--- src/rtl/qcpu_spi_pkg.sv ---
// rtl/qcpu_spi_pkg.sv - shared state encoding and timing defaults for the qcpu_spi arbiter
package qcpu_spi_pkg;

  // Arbiter FSM state encoding
  localparam logic [2:0] ST_IDLE    = 3'd0;
  localparam logic [2:0] ST_SETUP   = 3'd1;
  localparam logic [2:0] ST_READY   = 3'd2;
  localparam logic [2:0] ST_WAIT_HI = 3'd3;
  localparam logic [2:0] ST_WAIT_LO = 3'd4;
  localparam logic [2:0] ST_GUARD   = 3'd5;

  // Default chip-select setup and guard times, in clocks
  localparam int DEF_SETUP_CYC = 2;
  localparam int DEF_GUARD_CYC = 2;

endpackage

--- src/rtl/qcpu_spi_arbiter.sv ---
// rtl/qcpu_spi_arbiter.sv - round-robin sharing of one qcpu_spi byte engine between two requesters
module qcpu_spi_arbiter
  import qcpu_spi_pkg::*;
#(
  parameter int SETUP_CYC = DEF_SETUP_CYC,
  parameter int GUARD_CYC = DEF_GUARD_CYC
) (
  input  logic       clk,
  input  logic       rst,
  input  logic       req0,
  input  logic       req1,
  input  logic       xfer0,
  input  logic       xfer1,
  input  logic [7:0] wdata0,
  input  logic [7:0] wdata1,
  input  logic [7:0] div0,
  input  logic [7:0] div1,
  output logic       gnt0,
  output logic       gnt1,
  output logic       done,
  output logic [7:0] rdata,
  output logic       cs0_n,
  output logic       cs1_n,
  output logic       spi_start,
  output logic [7:0] spi_din,
  output logic [7:0] spi_divisor,
  input  logic       spi_busy,
  input  logic [7:0] spi_dout
);

  localparam logic [3:0] SETUP_LOAD = 4'(SETUP_CYC - 1);
  localparam logic [3:0] GUARD_LOAD = 4'(GUARD_CYC - 1);

  logic [2:0] state_q, state_d;
  logic       owner_q, owner_d;
  logic       last_q, last_d;
  logic [3:0] cnt_q, cnt_d;
  logic       gnt0_q, gnt0_d;
  logic       gnt1_q, gnt1_d;
  logic       cs0_n_q, cs0_n_d;
  logic       cs1_n_q, cs1_n_d;
  logic       done_q, done_d;
  logic [7:0] rdata_q, rdata_d;
  logic       start_q, start_d;
  logic [7:0] din_q, din_d;

  logic       req_own;
  logic       xfer_own;
  logic [7:0] wdata_own;

  // Owner-side view of the request interface
  always_comb begin
    req_own   = owner_q ? req1 : req0;
    xfer_own  = owner_q ? xfer1 : xfer0;
    wdata_own = owner_q ? wdata1 : wdata0;
  end

  // Arbitration FSM: grant, CS setup, byte handshake with the engine, CS guard
  always_comb begin
    state_d = state_q;
    owner_d = owner_q;
    last_d  = last_q;
    cnt_d   = cnt_q;
    gnt0_d  = gnt0_q;
    gnt1_d  = gnt1_q;
    cs0_n_d = cs0_n_q;
    cs1_n_d = cs1_n_q;
    done_d  = 1'b0;
    rdata_d = rdata_q;
    start_d = 1'b0;
    din_d   = din_q;
    case (state_q)
      ST_IDLE: begin
        if (req0 || req1) begin
          // On a tie the port not served last wins
          if (req0 && req1) owner_d = ~last_q;
          else              owner_d = req1;
          gnt0_d  = ~owner_d;
          gnt1_d  = owner_d;
          cs0_n_d = owner_d;
          cs1_n_d = ~owner_d;
          cnt_d   = SETUP_LOAD;
          state_d = ST_SETUP;
        end
      end
      ST_SETUP: begin
        if (cnt_q == 4'd0) state_d = ST_READY;
        else               cnt_d   = cnt_q - 4'd1;
      end
      ST_READY: begin
        // Release takes priority over a byte strobe in the same cycle
        if (!req_own) begin
          gnt0_d  = 1'b0;
          gnt1_d  = 1'b0;
          cs0_n_d = 1'b1;
          cs1_n_d = 1'b1;
          cnt_d   = GUARD_LOAD;
          state_d = ST_GUARD;
        end else if (xfer_own) begin
          din_d   = wdata_own;
          start_d = 1'b1;
          state_d = ST_WAIT_HI;
        end
      end
      ST_WAIT_HI: begin
        if (spi_busy) state_d = ST_WAIT_LO;
      end
      ST_WAIT_LO: begin
        if (!spi_busy) begin
          rdata_d = spi_dout;
          done_d  = 1'b1;
          state_d = ST_READY;
        end
      end
      ST_GUARD: begin
        if (cnt_q == 4'd0) begin
          last_d  = owner_q;
          state_d = ST_IDLE;
        end else begin
          cnt_d = cnt_q - 4'd1;
        end
      end
      default: state_d = ST_IDLE;
    endcase
  end

  // State and output registers with synchronous reset
  always_ff @(posedge clk) begin
    if (rst) begin
      state_q <= ST_IDLE;
      owner_q <= 1'b0;
      last_q  <= 1'b1;
      cnt_q   <= 4'd0;
      gnt0_q  <= 1'b0;
      gnt1_q  <= 1'b0;
      cs0_n_q <= 1'b1;
      cs1_n_q <= 1'b1;
      done_q  <= 1'b0;
      rdata_q <= 8'd0;
      start_q <= 1'b0;
      din_q   <= 8'd0;
    end else begin
      state_q <= state_d;
      owner_q <= owner_d;
      last_q  <= last_d;
      cnt_q   <= cnt_d;
      gnt0_q  <= gnt0_d;
      gnt1_q  <= gnt1_d;
      cs0_n_q <= cs0_n_d;
      cs1_n_q <= cs1_n_d;
      done_q  <= done_d;
      rdata_q <= rdata_d;
      start_q <= start_d;
      din_q   <= din_d;
    end
  end

  // Divisor follows the owner, which only changes when a grant is issued from IDLE
  always_comb begin
    spi_divisor = owner_q ? div1 : div0;
  end

  assign gnt0      = gnt0_q;
  assign gnt1      = gnt1_q;
  assign cs0_n     = cs0_n_q;
  assign cs1_n     = cs1_n_q;
  assign done      = done_q;
  assign rdata     = rdata_q;
  assign spi_start = start_q;
  assign spi_din   = din_q;

endmodule
--- config.mk ---
export PLATFORM = sky130hd
export DESIGN_NAME = qcpu_spi_arbiter
export DESIGN_NICKNAME = d
export VERILOG_FILES = /design/src/rtl/qcpu_spi_pkg.sv /design/src/rtl/qcpu_spi_arbiter.sv
export SDC_FILE = /design/constraint.sdc
export NUM_CORES = 1
export LEC_CHECK = 0
export ABC_AREA = 1
export CORE_ASPECT_RATIO = 0.5
export CORE_MARGIN = 1
export CORE_UTILIZATION = 30
export CTS_BUF_LIST = sky130_fd_sc_hd__clkbuf_8
export CTS_CLUSTER_DIAMETER = 200
export DETAILED_ROUTE_END_ITERATION = 6
export SLEW_MARGIN = 20
export SYNTH_ARGS = -nofsm -noshare
export SYNTH_HDL_FRONTEND = slang
export SYNTH_SLANG_ARGS = --single-unit
--- constraint.sdc ---
create_clock -name clk -period 1.27 [get_ports clk]
set_input_delay 0.254 -clock clk [delete_from_list [all_inputs] [get_ports clk]]
set_output_delay 0.254 -clock clk [all_outputs]
set_load 0.005 [all_outputs]
==> results of run 1 <==
-- final timing paths --
check | start | end | slack, ps | cells past startpoint
worst min-delay path | spi_din[0]$_SDFFE_PP0P_ | spi_din[0]$_SDFFE_PP0P_ | 440 | 2
worst max-delay path | req0 | spi_din[1]$_SDFFE_PP0P_ | -20 | 6
worst max register to register | owner_q$_SDFFE_PP0P_ | spi_din[1]$_SDFFE_PP0P_ | 10 | 6
worst min register to register | spi_din[0]$_SDFFE_PP0P_ | spi_din[0]$_SDFFE_PP0P_ | 440 | 2
-- cells in the mapped netlist (all sizes together) --
library cell  number  area (sq um)
dfxtp             31           621
o211ai             1          7.51
o21bai             1          7.51
nand3             10          60.1
clkinv             1          3.75
buf                4          28.8
nand3b             1          7.51
inv               23          86.3
nand2             93           357
nor2              37           156
or2                1          6.26
nor3               1          5.00
nand4              3          33.8
a21oi             17          85.1
clkbuf             3          11.3
o21ai             20           104
ha                 2          25.0
-- stage by stage --
stage | power [W] | utilization [%] | setup TNS (ps) | cell area [sq um] | hold WS (ps)
3_5_place_dp | 0.00373 | 50.8 | -10050 | 2560 | 437
4_1_cts | 0.00479 | 53.8 | -261 | 2710 | 444
5_1_grt | 0.00566 | 58.2 | -1080 | 2940 | 462
6_report | 0.00523 | 58.2 | -64.4 | 2940 | 442
2_1_floorplan | 0.00267 | - | 0 | 1610 | 389
3_3_place_gp | 0.00369 | 50.8 | -9130 | 2560 | 432
-- critical path: stages --
cell,delay [ps]
clkdlybuf4s50_1,550
nand2_2,120
nand2_8,110
buf_4,130
nand4_4,150
a21oi_1,190
-- final cells by class --
type / count / area [sq um] / area share [%]
repair buffers: 104 / 921 / 31.4
clock inverters: 3 / 43.8 / 1.49
well taps: 70 / 87.6 / 2.98
flip-flops and latches: 31 / 642 / 21.9
multi-input cells: 189 / 1070 / 36.5
inverters: 24 / 101 / 3.45
clock buffers: 5 / 68.8 / 2.34
-- power groups by stage --
stage / registers (W) / clock network, W / logic (W)
finish: 0.00144 / 0.000980 / 0.00281
global route: 0.00147 / 0.00106 / 0.00313
CTS: 0.00140 / 0.00101 / 0.00238
detailed placement: 0.00139 / 0 / 0.00234
global placement: 0.00139 / 0 / 0.00230
floorplan: 0.00138 / 0 / 0.00130
-- timing repair --
item	4_1_cts	5_1_grt
gates resized for setup	84	46
pin swaps	10	14
cloned	1	1
setup endpoints to repair	52	30
setup buffers	1	7
hold buffers	0	0
-- layer usage --
layer	GRT usage [%]	part of all wire (%)
met1	23.3	48
met2	31.8	49
met3	4.24	2.7
met4	4.93	0.48
met5	0	0
-- flip-flops by register name, indices dropped and copies added (netlist names) --
register,count
spi_din,8
gnt1,1
last_q,1
cs0_n,1
gnt0,1
spi_start,1
state_q,3
rdata,8
cnt_q,4
owner_q,1
done,1
cs1_n,1
-- cell families after synthesis --
family | synth area share, %
and+or+nand+nor | 39.0
buffers and inverters | 8.11
DFF | 38.7
AOI/OAI and AO/OA | 12.7
adders and majority gates | 1.56
==> results.toml, run 1 <==
[critical_path]
crit_path_start_kind = "input pin"
cp_max_fo = 8
end_kind = "flop"
arrival_ps = 1510
crit_type = "in -> reg"
cp.required_ps = 1500

[route]
vias = 1904
via_per_inst = 4.47
wl_um = 5230
ant_nets = 0
firstDrtPassIters = 4
drt_iter0_drc = 52
wl_per_cell_um = 12.3
drc_errors = 0

[min_path]
hp-class = "reg -> reg"

[clocking]
cts_max_level = 2
clk_path_buf_depth = 2
clk_pin_slew_ps = 70
cts_tree = "yes"
ctsRootBufferMaster = "clkbuf_8"
clk-insertion-delay-late_ps = 290
cts_inserted_buffers = 5
numClockSinks = 31

[power_and_ir_drop]
pwr-share-clk_pct = 18.7
p_switching_w = 0.00211
comb_power_share_pct = 53.7
p_per_area_nw_per_um2 = 1780
p_int_w = 0.00312
seqPwrFrac_pct = 27.5
p_leak_nw = 1.40
swShare_pct = 40.4
max-vdd-ir-drop_v = 0.000893

[place]
pre_cts_slack_ps = -420
hpwl_um = 3720
io_buffers = 76
place_inst = 408
place_congestion = 0.835

[layout]
layout-drive-gt1-share_pct = 29.8
nFillCells = 482
final_nets = 404
final_cells = 426
synthToLayoutAreaGrowth_pct = 82.9
antennaDiodeCount = 0
mostFrequentLayoutCells = "nand2_1 (76), clkdlybuf4s50_1 (45), nor2_1 (30)"
final_common_cell = "nand2_1"

[global_route]
first_global_vias = 1698
grt_max_degree = 12
track_usage_pct = 18.2
grt_pass1_wl_um = 7980
grt-ovfl-total = 0
antenna_found_initial = 0

[die]
die_h_um = 53.7
fp.coreArea_sq_um = 5040
rows = 18
start_util_pct = 31.8
dieWidth_um = 105
die_area_sq_um = 5670
pin_count = 77

[flow_run]
drv_cap = 0

[yosys]
synth-seq-area-share_pct = 38.7
synth_nets = 298
syn_inst = 249
synth_seq_cells = 31
ys_types = 27
avgSynthCellArea_sq_um = 6.45
ys.warnings.count = 0
synth.cell_area_sq_um = 1610

[timing]
tightest_slew_ps = 320
skew_ps = 11.3
rsz0062_at_grt = "true"
maxSlewViolCount = 0
period_needed_ps = 1290
fin_ws_ps = -18.1
max_freq_mhz = 776
setup_violations = 7
relSlewSlack_pct = 78.6
hold_viol_final = 0
finalCritPeriodShare_pct = 101

[run_status]
status = "finished, violations left"
violations = "setup timing"
Note: power is estimated with default switching activity, not from simulation.
==> inputs of run 2 (changes only) <==
--- a/config.mk
+++ b/config.mk
@@ -11,6 +11,7 @@
 export CORE_UTILIZATION = 30
 export CTS_BUF_LIST = sky130_fd_sc_hd__clkbuf_8
 export CTS_CLUSTER_DIAMETER = 200
+export CTS_CLUSTER_SIZE = 28
 export DETAILED_ROUTE_END_ITERATION = 6
 export SLEW_MARGIN = 20
 export SYNTH_ARGS = -nofsm -noshare
==> results of run 2 <==
No change in the layout: final DEF, timing and power equal those of run 1.
==> inputs of run 3 (changes only) <==
--- a/config.mk
+++ b/config.mk
@@ -6,7 +6,6 @@
 export NUM_CORES = 1
 export LEC_CHECK = 0
 export ABC_AREA = 1
-export CORE_ASPECT_RATIO = 0.5
 export CORE_MARGIN = 1
 export CORE_UTILIZATION = 30
 export CTS_BUF_LIST = sky130_fd_sc_hd__clkbuf_8
==> results.toml, run 3 (synthesized netlist as in run 1, its figures left out) <==
[timing]
period_needed_ps = 1250
tightest_slew_ps = 208
hold_viol_final = 0
final.setup.tns_ps = 0
setup_violations = 0
rsz0062_at_grt = "true"
finalCritPeriodShare_pct = 98.4
skew_ps = 1.50
relSlewSlack_pct = 86.1
max_freq_mhz = 801
maxSlewViolCount = 0

[power_and_ir_drop]
p_per_area_nw_per_um2 = 1730
max-vdd-ir-drop_v = 0.000912
p_total_w = 0.00489
p_leak_nw = 1.37

[route]
vias = 1872
wl_per_cell_um = 11.0
drt_iter0_drc = 45
wl_um = 4630
ant_nets = 0
via_per_inst = 4.45
drc_errors = 0
firstDrtPassIters = 4

[global_route]
grt_pass1_wl_um = 7040
grt_max_degree = 17
grt-ovfl-total = 0
antenna_found_initial = 0
track_usage_pct = 16.8
first_global_vias = 1596

[clocking]
ctsRootBufferMaster = "clkbuf_8"
clk_pin_slew_ps = 70
clk_path_buf_depth = 2
ctsHoldBuffers = 0
cts_max_level = 2
numClockSinks = 31
clk-insertion-delay-late_ps = 280
cts_inserted_buffers = 5
cts_tree = "yes"

[layout]
mostFrequentLayoutCells = "nand2_1 (83), clkdlybuf4s50_1 (44), nor2_1 (30)"
antennaDiodeCount = 0
design_area_sq_um = 2820
final_cells = 421
final_nets = 399
nFillCells = 515
layout-drive-gt1-share_pct = 24.2
utilization_pct = 54.9
final_common_cell = "nand2_1"
synthToLayoutAreaGrowth_pct = 75.9

[die]
die_area_sq_um = 5650
start_util_pct = 31.2
dieWidth_um = 75.2
pin_count = 77
die_h_um = 75.2
rows = 26
fp.coreArea_sq_um = 5140

[place]
hpwl_um = 3340
place_inst = 406
place_congestion = 0.795
place_area_sq_um = 2560
io_buffers = 76

[critical_path]
path_common_cell = "nand2_1"
cp_top_family = "flip-flops"
end_kind = "output pin"
cp_slowest_cell = "dfxtp_4"
path_buf_inv = 2
crit_path_start_kind = "flop"
reg2reg_slack_ps = 20
cp_cell_sequence = "buf_12 > nand2_1 > nand2_1 > buf_2"
max_stage_delay_ps = 370
cp_max_fo = 8
cp.required_ps = 1020
arrival_ps = 1000
crit_type = "reg -> out"

[flow_run]
drv_cap = 0

[run_status]
status = "completed"

[min_path]
hp-class = "reg -> reg"
run 3: changes by cell type in the layout (fill, tap and decap cells not counted), moves of 2 or more:
cell      previous run  this run
a21oi_1             11        14
a21oi_2              6         3
buf_4               24        18
clkbuf_8             5         7
clkinv_2             2         0
dfxtp_1             22        26
dfxtp_2              5         3
dfxtp_4              4         2
ha_4                 2         0
nand2_1             76        83
nand2_2             11         5
o21ai_0             13        11
o21ai_1              3         5
run 3: cell type report:
| class | count | area, sq um | share of cell area, % |
|---|---|---|---|
| Multi-Input combinational cell | 189 | 1000 | 35.5 |
| Timing Repair Buffer | 99 | 898 | 31.8 |
| Sequential cell | 31 | 632 | 22.4 |
| Inverter | 24 | 100 | 3.54 |
| Clock buffer | 7 | 96.3 | 3.41 |
| Tap cell | 70 | 87.6 | 3.10 |
| Clock inverter | 1 | 7.51 | 0.266 |
run 3: layer usage:
layer / vias to the layer above / GRT usage [%] / routed length [um]
li1: 990 / - / -
met1: 821 / 20.8 / 2080
met2: 59 / 27.1 / 2210
met3: 2 / 6.02 / 290
met4: 0 / 5.56 / 43
met5: - / 0 / 0
run 3: path summary, 6_finish.rpt:
check / from / depth (start not counted) / endpoint
setup / recovery: owner_q$_SDFFE_PP0P_ / 4 / spi_divisor[2]
hold / removal: spi_din[5]$_SDFFE_PP0P_ / 2 / spi_din[5]$_SDFFE_PP0P_
setup reg to reg: state_q[2]$_SDFFE_PP0P_ / 7 / spi_din[2]$_SDFFE_PP0P_
hold reg to reg: spi_din[5]$_SDFFE_PP0P_ / 2 / spi_din[5]$_SDFFE_PP0P_
run 3: stage by stage:
step | hold slack (ps) | worst slack, ps
6_report | 439 | 20.9
5_1_grt | 463 | -58.1
4_1_cts | 442 | -1.56
3_5_place_dp | 434 | -346
3_3_place_gp | 431 | -321
2_1_floorplan | 389 | 89.2
run 3: power breakdown:
| part | total (W) | switching, W | leakage, nW | internal, W |
|---|---|---|---|---|
| sequential | 0.00142 | 0.000192 | 0.255 | 0.00123 |
| combinational | 0.00261 | 0.00139 | 1.07 | 0.00121 |
| clock | 0.000862 | 0.000369 | 0.0505 | 0.000493 |
| total | 0.00489 | 0.00196 | 1.37 | 0.00293 |
run 3: worst min-delay path, cell delays in order, from the launching register on:
cell and delay (ps):
dfxtp_1 310, inv_1 40, a21oi_1 40
run 3: what timing repair did:
action                     CTS  global route
buffers inserted             0             5
resized for setup           70            41
setup endpoints to repair   45            28
gates cloned                 1             1
pin swaps                    2            11
